<file path="config.mk">
export PLATFORM = sky130hd
export DESIGN_NAME = mem_stage
export DESIGN_NICKNAME = d
export VERILOG_FILES = /design/src/rtl/mem_stage.sv
export SDC_FILE = /design/constraint.sdc
export NUM_CORES = 1
export LEC_CHECK = 0
export BUFFER_PORTS_ARGS = -buffer_cell sky130_fd_sc_hd__buf_4
export CAP_MARGIN = 5
export CORE_MARGIN = 8
export CORE_UTILIZATION = 23
export DETAILED_ROUTE_END_ITERATION = 6
export HOLD_SLACK_MARGIN = 0.08
export MAX_ROUTING_LAYER = met4
export REMOVE_ABC_BUFFERS = 1
export SETUP_SLACK_MARGIN = 0.4
export SKIP_LAST_GASP = 1
export SLEW_MARGIN = 30
export SYNTH_ARGS = -nofsm -noshare
export SYNTH_HDL_FRONTEND = slang
export SYNTH_SLANG_ARGS = --single-unit
</file>
<file path="constraint.sdc">
create_clock -name clk -period 4.9 [get_ports clk]
set_input_delay 0.245 -clock clk [delete_from_list [all_inputs] [get_ports clk]]
set_output_delay 0.245 -clock clk [all_outputs]
set_load 0.01 [all_outputs]
</file>
<file path="src/rtl/mem_stage.sv">
// mem_stage: RV32I memory-access stage between EX/MEM and write-back.
// Drives a req/ack data bus for loads and stores. It steers store bytes onto
// the correct lanes and extracts and extends load data. It detects misaligned
// or illegal-width accesses and requests a pipeline stall while a bus access
// is outstanding.
module mem_stage #(
    parameter int XLEN = 32
) (
    input  logic            clk,
    input  logic            rst,
    input  logic            flush,
    input  logic            ex_valid,
    input  logic [XLEN-1:0] ex_pc,
    input  logic [XLEN-1:0] ex_alu_result,
    input  logic [XLEN-1:0] ex_store_data,
    input  logic [4:0]      ex_rd,
    input  logic            ex_reg_write,
    input  logic            ex_mem_read,
    input  logic            ex_mem_write,
    input  logic [2:0]      ex_funct3,
    output logic            dmem_req,
    output logic            dmem_we,
    output logic [XLEN-1:0] dmem_addr,
    output logic [XLEN-1:0] dmem_wdata,
    output logic [3:0]      dmem_be,
    input  logic            dmem_ack,
    input  logic [XLEN-1:0] dmem_rdata,
    output logic            stall_req,
    output logic            wb_valid,
    output logic [XLEN-1:0] wb_pc,
    output logic [4:0]      wb_rd,
    output logic            wb_reg_write,
    output logic [XLEN-1:0] wb_data,
    output logic            wb_exc
);

    typedef enum logic {
        IDLE = 1'b0,
        BUSY = 1'b1
    } state_t;

    state_t          state_q, state_d;
    logic            drop_q, drop_d;
    logic            dmem_req_q, dmem_req_d;
    logic            dmem_we_q, dmem_we_d;
    logic [XLEN-1:0] dmem_addr_q, dmem_addr_d;
    logic [XLEN-1:0] dmem_wdata_q, dmem_wdata_d;
    logic [3:0]      dmem_be_q, dmem_be_d;
    logic            wb_valid_q, wb_valid_d;
    logic [XLEN-1:0] wb_pc_q, wb_pc_d;
    logic [4:0]      wb_rd_q, wb_rd_d;
    logic            wb_reg_write_q, wb_reg_write_d;
    logic [XLEN-1:0] wb_data_q, wb_data_d;
    logic            wb_exc_q, wb_exc_d;

    logic            is_access;
    logic            illegal;
    logic            misaligned;
    logic            access_exc;
    logic            start;
    logic [XLEN-1:0] st_wdata;
    logic [3:0]      st_be;
    logic [XLEN-1:0] ld_shifted;
    logic [XLEN-1:0] ld_data;
    logic            drop_now;

    // Classify the instruction in EX/MEM: aligned bus access, faulting access, or neither.
    always_comb begin
        is_access  = ex_valid & (ex_mem_read | ex_mem_write) & ~flush;
        illegal    = (ex_funct3 == 3'b011) | (ex_funct3[2:1] == 2'b11)
                   | (ex_mem_read & ex_mem_write);
        case (ex_funct3[1:0])
            2'b01:   misaligned = ex_alu_result[0];
            2'b10:   misaligned = |ex_alu_result[1:0];
            default: misaligned = 1'b0;
        endcase
        access_exc = is_access & (illegal | misaligned);
        start      = is_access & ~(illegal | misaligned);
    end

    // Replicate store data across lanes and pick the byte enables for the access width.
    always_comb begin
        case (ex_funct3[1:0])
            2'b00: begin
                st_wdata = {4{ex_store_data[7:0]}};
                st_be    = 4'b0001 << ex_alu_result[1:0];
            end
            2'b01: begin
                st_wdata = {2{ex_store_data[15:0]}};
                st_be    = ex_alu_result[1] ? 4'b1100 : 4'b0011;
            end
            default: begin
                st_wdata = ex_store_data;
                st_be    = 4'b1111;
            end
        endcase
    end

    // Shift the addressed byte/half down to bit 0 and extend it to a full word.
    always_comb begin
        ld_shifted = dmem_rdata >> {ex_alu_result[1:0], 3'b000};
        case (ex_funct3)
            3'b000:  ld_data = {{24{ld_shifted[7]}}, ld_shifted[7:0]};
            3'b100:  ld_data = {24'd0, ld_shifted[7:0]};
            3'b001:  ld_data = {{16{ld_shifted[15]}}, ld_shifted[15:0]};
            3'b101:  ld_data = {16'd0, ld_shifted[15:0]};
            default: ld_data = dmem_rdata;
        endcase
    end

    // Next-state, bus-request and MEM/WB logic; unloaded cycles leave a bubble in MEM/WB.
    always_comb begin
        state_d        = state_q;
        drop_d         = drop_q;
        dmem_req_d     = dmem_req_q;
        dmem_we_d      = dmem_we_q;
        dmem_addr_d    = dmem_addr_q;
        dmem_wdata_d   = dmem_wdata_q;
        dmem_be_d      = dmem_be_q;
        wb_valid_d     = 1'b0;
        wb_reg_write_d = 1'b0;
        wb_exc_d       = 1'b0;
        wb_pc_d        = wb_pc_q;
        wb_rd_d        = wb_rd_q;
        wb_data_d      = wb_data_q;
        drop_now       = drop_q | flush;
        stall_req      = 1'b0;

        case (state_q)
            IDLE: begin
                drop_d       = 1'b0;
                dmem_req_d   = 1'b0;
                dmem_we_d    = 1'b0;
                dmem_addr_d  = '0;
                dmem_wdata_d = '0;
                dmem_be_d    = 4'b0000;
                stall_req    = start;
                if (start) begin
                    state_d      = BUSY;
                    dmem_req_d   = 1'b1;
                    dmem_we_d    = ex_mem_write;
                    dmem_addr_d  = {ex_alu_result[XLEN-1:2], 2'b00};
                    dmem_wdata_d = ex_mem_write ? st_wdata : '0;
                    dmem_be_d    = ex_mem_write ? st_be : 4'b0000;
                end else if (access_exc) begin
                    wb_valid_d = 1'b1;
                    wb_exc_d   = 1'b1;
                    wb_pc_d    = ex_pc;
                    wb_rd_d    = ex_rd;
                    wb_data_d  = ex_alu_result;
                end else if (ex_valid && !flush) begin
                    wb_valid_d     = 1'b1;
                    wb_pc_d        = ex_pc;
                    wb_rd_d        = ex_rd;
                    wb_reg_write_d = ex_reg_write;
                    wb_data_d      = ex_alu_result;
                end
            end
            BUSY: begin
                stall_req = ~dmem_ack;
                if (dmem_ack) begin
                    state_d      = IDLE;
                    drop_d       = 1'b0;
                    dmem_req_d   = 1'b0;
                    dmem_we_d    = 1'b0;
                    dmem_addr_d  = '0;
                    dmem_wdata_d = '0;
                    dmem_be_d    = 4'b0000;
                    if (!drop_now) begin
                        wb_valid_d     = 1'b1;
                        wb_pc_d        = ex_pc;
                        wb_rd_d        = ex_rd;
                        wb_reg_write_d = ex_mem_read & ex_reg_write;
                        wb_data_d      = ex_mem_read ? ld_data : ex_alu_result;
                    end
                end else begin
                    drop_d = drop_now;
                end
            end
            default: begin
                state_d = IDLE;
            end
        endcase

        if (rst) begin
            stall_req = 1'b0;
        end
    end

    // State, bus and MEM/WB registers; reset abandons any outstanding access.
    always_ff @(posedge clk or posedge rst) begin
        if (rst) begin
            state_q        <= IDLE;
            drop_q         <= 1'b0;
            dmem_req_q     <= 1'b0;
            dmem_we_q      <= 1'b0;
            dmem_addr_q    <= '0;
            dmem_wdata_q   <= '0;
            dmem_be_q      <= 4'b0000;
            wb_valid_q     <= 1'b0;
            wb_pc_q        <= '0;
            wb_rd_q        <= 5'd0;
            wb_reg_write_q <= 1'b0;
            wb_data_q      <= '0;
            wb_exc_q       <= 1'b0;
        end else begin
            state_q        <= state_d;
            drop_q         <= drop_d;
            dmem_req_q     <= dmem_req_d;
            dmem_we_q      <= dmem_we_d;
            dmem_addr_q    <= dmem_addr_d;
            dmem_wdata_q   <= dmem_wdata_d;
            dmem_be_q      <= dmem_be_d;
            wb_valid_q     <= wb_valid_d;
            wb_pc_q        <= wb_pc_d;
            wb_rd_q        <= wb_rd_d;
            wb_reg_write_q <= wb_reg_write_d;
            wb_data_q      <= wb_data_d;
            wb_exc_q       <= wb_exc_d;
        end
    end

    assign dmem_req     = dmem_req_q;
    assign dmem_we      = dmem_we_q;
    assign dmem_addr    = dmem_addr_q;
    assign dmem_wdata   = dmem_wdata_q;
    assign dmem_be      = dmem_be_q;
    assign wb_valid     = wb_valid_q;
    assign wb_pc        = wb_pc_q;
    assign wb_rd        = wb_rd_q;
    assign wb_reg_write = wb_reg_write_q;
    assign wb_data      = wb_data_q;
    assign wb_exc       = wb_exc_q;

endmodule

</file>
After elaboration in Yosys (flattened, before gate mapping)

Index checks and enable logic that the tools add are counted.

Input bits: 144
Bits in latches: 0
Memories kept: 0
Output and inout bits: 143
ROM bits: 0
Word-level logic and storage cells: 107
Memory bits (writable): 0
Bits in registers: 144

Reduce and logical (&&, ||, !) cells: 6
Magnitude comparators: 0
Div/mod/pow operators: 0
Multipliers: 0
Shift operators: 2
Bitwise operators: 15
Equal/unequal tests: 11
Add/sub/neg operators: 0
Muxes and demuxes: 60

Operators with widths:

| kind                                                | count |
|---|---|
| 2-to-1 mux 32 bit                                   | 15 |
| case mux 32 bit (2 select lines)                    | 5 |
| case mux 32 bit (4 select lines)                    | 1 |
| >> shifter 32 x 5 -> 16 bit                         | 1 |
| 2-to-1 mux 5 bit                                    | 5 |
| 2-to-1 mux 1 bit                                    | 19 |
| 2-to-1 mux 4 bit                                    | 4 |
| case mux 1 bit (2 select lines)                     | 8 |
| case mux 4 bit (2 select lines)                     | 2 |
| case mux 5 bit (2 select lines)                     | 1 |
| bitwise AND 1 bit                                   | 6 |
| equality test 3 bit, second input constant          | 2 |
| != test 2 bit, second input constant                | 3 |
| bitwise OR 1 bit                                    | 5 |
| equality test 2 bit, second input constant          | 2 |
| NOT 1 bit                                           | 4 |
| AND reduction 4 bit                                 | 1 |
| left shift 1 x 2 -> 4 bit, first input constant     | 1 |
| equality test 3 x 1 -> 1 bit, second input constant | 1 |
| equality test 3 x 2 -> 1 bit, second input constant | 1 |
| logical NOT 3 bit                                   | 1 |
| != test 3 bit, second input constant                | 1 |
| equality test 2 x 1 -> 1 bit, second input constant | 1 |
| logical NOT 2 bit                                   | 1 |
| other kinds (3)                                     | 3 |

Logic depth before layout (Yosys ltp)

Depth in word-level cells: 8
Depth in mapped cells: 9
Gate-level depth less buffers: 7

Worst setup path after synthesis

OpenSTA, ideal clock, no wires.

Path kind: input to output
From: input rst
To: output stall_req
Data required time: 4.655 ns
Path slack: 1.081 ns
Cell stages on the path: 2
Buffers on the path: 0
Arrival time: 3.574 ns
Cells stage by stage: inv_1 -> o21a_1

Longest elaborated chain between the ends: 1

Ends and longest elaborated chain:

| item             | RTL line | RTL |
|---|---|---|
| from (decl)      | 10       | `input logic rst,` |
| 2-to-1 mux 1 bit | 185      | `if (rst) begin` |
| to (decl)        | 28       | `output logic stall_req,` |

No other way between the ends.

Final worst setup path

From: input ex_funct3[1]
To: output stall_req

Longest elaborated chain between the ends: 8
Elaborated cells between the ends (all ways): 12
Classes of those cells: 4 x eq/ne; 3 x mux; 5 x bitwise

Ends and longest elaborated chain:

| item                                                                | RTL line | RTL |
|---|---|---|
| from (decl)                                                         | 20       | `input logic [2:0] ex_funct3,` |
| equality test 3 x 2 -> 1 bit or equality test 2 bit (tied branches) | 70       | `illegal = (ex_funct3 == 3'b011) \| (ex_funct3[2:1] == 2'b11)` |
| bitwise OR 1 bit                                                    | 70       |  |
| bitwise OR 1 bit                                                    | 71       | `\| (ex_mem_read & ex_mem_write);` |
| bitwise OR 1 bit *                                                  | 78       | `start = is_access & ~(illegal \| misaligned);` |
| NOT 1 bit *                                                         | 78       |  |
| bitwise AND 1 bit *                                                 | 78       |  |
| case mux 1 bit (2 select lines) *                                   | 129      | `case (state_q)` |
| 2-to-1 mux 1 bit *                                                  | 185      |  |

Mark *: on every way between the ends. The rest lies on a longest branch, timed or not.

==> summary.txt <==
Status
  – Status: completed

Floorplan
  – DIE AREA: 0.0352 sq mm
  – Die Y-Extent: approximately 190 um
  – IO Pins: 287
  – Chip width: 188 um
  – Cell Rows: 63
  – Initial core utilization: 0.231
  – Placeable Area: 0.0293 sq mm

Clock network
  – CTS tree: built
  – CTS Buffer Depth: 2
  – Worst-path clk slew: 0.07 ns
  – Clock sink count: 142
  – Worst-Skew Late Latency: between 0.4 and 0.5 ns
  – Postcts setup bufs: 0
  – Cts bufs inserted: 17
  – Htree depth: 4
  – Root Driver: clkbuf_16

Setup path
  – Startpoint type of the worst setup path: input pin
  – CP max stage delay: 0.65 ns
  – Crit-path max FO: 28
  – Critical Path Slowest Stage Cell: nor3b_4
  – Critical Path End Type: output port
  – Most used cell, CP: buf_4
  – Crit path required time: 4.66 ns
  – Crit path buf inv count: 4
  – Crit path DAT: 2.45 ns
  – Kind of critical path: in2out
  – CP top delay family: simple AND/OR/NAND/NOR gates
  – Crit-path cells: buf_4, inv_1, ha_1, buf_4, nand3_1, nand3_2, nor3b_4, o21a_1, buf_4

Logic synthesis
  – EDFF count, synth: 0
  – Synth async-reset ratio: 1.00
  – Synth Instances: 575
  – Mapped cell area: 0.00678 sq mm
  – Register area share after synthesis: 0.524
  – Synth unique cells: 57
  – Yosys Warn Count: 0
  – Average size of a mapped cell: roughly 12 sq um
  – Main synth FF type: dfrtp_1
  – Flops & latches, synth: 142

STA
  – Final Cycle Share: 0.551
  – Setup_tns: 0 ns
  – Max-slew headroom: 0.357
  – Final setup viols: 0
  – Min Hold Slack: about 0.11 ns
  – RSZ-0062 raised after global routing: no
  – Max Slew Vio Count: 0
  – Fmax: around 370 MHz
  – Final Hold Viols: 0
  – Tmin final: 2.70 ns
  – Clk_skew: a little under 0.009 ns
  – Final WS setup: between 2 and 2.5 ns
  – Worst Max-Slew Pin Slew: 0.962 ns

Power and ir drop
  – Worst VDD drop: around 0.00025 V
  – Pwr dens: between 300 and 400 mW/mm^2
  – P_leak: 5.05 nW
  – Switching pwr: roughly 0.0011 W
  – Seq pwr share: 0.396
  – Power share of the clock group: 0.331
  – Sw Ratio: 0.305
  – Internal power: 0.00255 W
  – Logic pwr share: 0.274

Finish
  – Most frequent cells in the layout: buf_4 (290), dfrtp_1 (142), dlygate4sd3_1 (87), a22o_1 (62), nand2_1 (38)
  – Most common cell after layout, fill and taps aside: buf_4
  – Syn-to-layout area delta: 56.9%
  – Final net count: 1071
  – Share of cells above drive strength 1: 0.411
  – Fin util: 0.363

Placed design
  – # port buffers: 284
  – Post-DP HPWL: 19.4 mm
  – Routability cong.: between 0.7 and 0.8
  – Post-place setup slack: 1.85 ns

Drt
  – 1st-pass router iterations: 6
  – Final wirelength: 27.6 mm
  – Routed Antenna Nets: 0
  – Residual DRC: 0
  – Drt wl/cell: 20.8 um
  – Vias: 6241
  – Vias/cell: around 4.7
  – Initial DRC count: 386

Job
  – Max-Cap Viols: 0

Worst hold path
  – Hold Path Class: in2reg

Global route
  – GRT Overall Usage: 0.158
  – Initial antenna violation count: 5
  – First-pass GRT wire length: 42.0 mm
  – Vias in the first global route: 6605
  – GRT overflow: 0
  – Pin count of the biggest net entering global routing: 67
cells in the mapped netlist (3+ instances only):
master | number | share of area
dfrtp_1 | 142 | 0.52
a22o_1 | 62 | 0.080
nand2_1 | 38 | 0.021
mux2_4 | 30 | 0.066
nor2_1 | 30 | 0.017
nand3_1 | 26 | 0.019
o31ai_1 | 24 | 0.027
clkbuf_1 | 22 | 0.012
o21ai_1 | 20 | 0.015
a221oi_1 | 16 | 0.021
mux2_2 | 13 | 0.022
a21oi_1 | 12 | 0.0089
buf_2 | 12 | 0.0089
mux2i_1 | 11 | 0.016
a22oi_1 | 9 | 0.010
nor3_1 | 9 | 0.0066
a222oi_1 | 7 | 0.010
a31oi_1 | 7 | 0.0065
a32oi_1 | 7 | 0.0090
o21ai_0 | 7 | 0.0052
nor2b_1 | 6 | 0.0055
buf_1 | 5 | 0.0028
buf_4 | 5 | 0.0055
buf_6 | 5 | 0.0083
ha_1 | 5 | 0.0092
inv_1 | 5 | 0.0028
and3_1 | 3 | 0.0028
buf_12 | 3 | 0.0089
logic make-up after synthesis:
group,share of synthesized area
XOR/XNOR,0.00129
AO/OA/AOI/OAI,0.212
flip-flops,0.524
multiplexers,0.110
AND/OR/NAND/NOR,0.0905
buffers and inverters,0.0510
adder cells (fa/ha/maj),0.0107
other,0.000553
power groups by stage:
stage	Sequential [W]	Clock, W	Combinational [W]
after floorplan	0.00154	0	0.000343
after global placement	0.00146	0	0.000950
after detailed placement	0.00147	0	0.000957
after CTS	0.00145	0.00126	0.00102
after global routing	0.00148	0.00130	0.00108
final	0.00145	0.00121	0.00101
layout make-up:
cell class,instances,area (sq um)
clock buffer,20,447
inverter,6,35.0
antenna,5,12.5
tap,390,488
sequential,142,3550
fill,2935,18700
clock inverter,12,90.1
multi-input combinational,376,2920
timing repair buffer,379,3090
worst reg2reg max path, delay by kind of cell, from the launching register on:
kind,cells,cell delay (ns)
simple gates,2,0.72
mux,1,0.47
flops,1,0.45
compound gates,1,0.45
buf+inv,1,0.34
metal layers:
layer / routed length [um] / GRT usage / vias to the layer above / share of wire
met5: 0 / - / - / 0
met4: 612 / 0.0579 / 0 / 0.022
met3: 2050 / 0.0485 / 30 / 0.074
met2: 13100 / 0.243 / 251 / 0.47
met1: 11900 / 0.193 / 3082 / 0.43
li1: - / - / 2878 / -
worst paths after layout:
| kind | startpoint | end | slack, ns | cells after the start |
|---|---|---|---|---|
| max reg2reg | state_q$_DFF_PP0_ | wb_pc[26]$_DFFE_PP0P_ | 2.37 | 5 |
| max | ex_funct3[1] | stall_req | 2.20 | 9 |
| max in group asynchronous | rst | wb_data[24]$_DFFE_PP0P_ | 3.52 | 4 |
| min | ex_store_data[25] | dmem_wdata[25]$_DFFE_PP0N_ | 0.11 | 3 |
| min in group asynchronous | rst | dmem_be[2]$_DFFE_PP0N_ | 0.37 | 3 |
| min reg2reg | dmem_we$_DFFE_PP0N_ | dmem_we$_DFFE_PP0N_ | 0.48 | 2 |
flip-flops by register name (all words and copies together), names as in the netlist, 4 cells and up:
register / count
wb_data: 32
dmem_addr: 30
wb_pc: 32
dmem_wdata: 32
wb_rd: 5
dmem_be: 4
stage by stage:
stage,instance area (sq um),total power [W],cells
2_1_floorplan,6460,0.00188,524
3_3_place_gp,9160,0.00241,1205
4_1_cts,10600,0.00372,1325
5_1_grt,10600,0.00386,1330
6_report,10600,0.00367,1330
3_5_place_dp,9200,0.00243,1206
what timing repair did:
item,in CTS,in global routing
setup endpoints to repair,0,0
hold endpoints to repair,111,0
resized for setup,0,0
hold buffers,87,0
(Power assumes the default switching activity.)
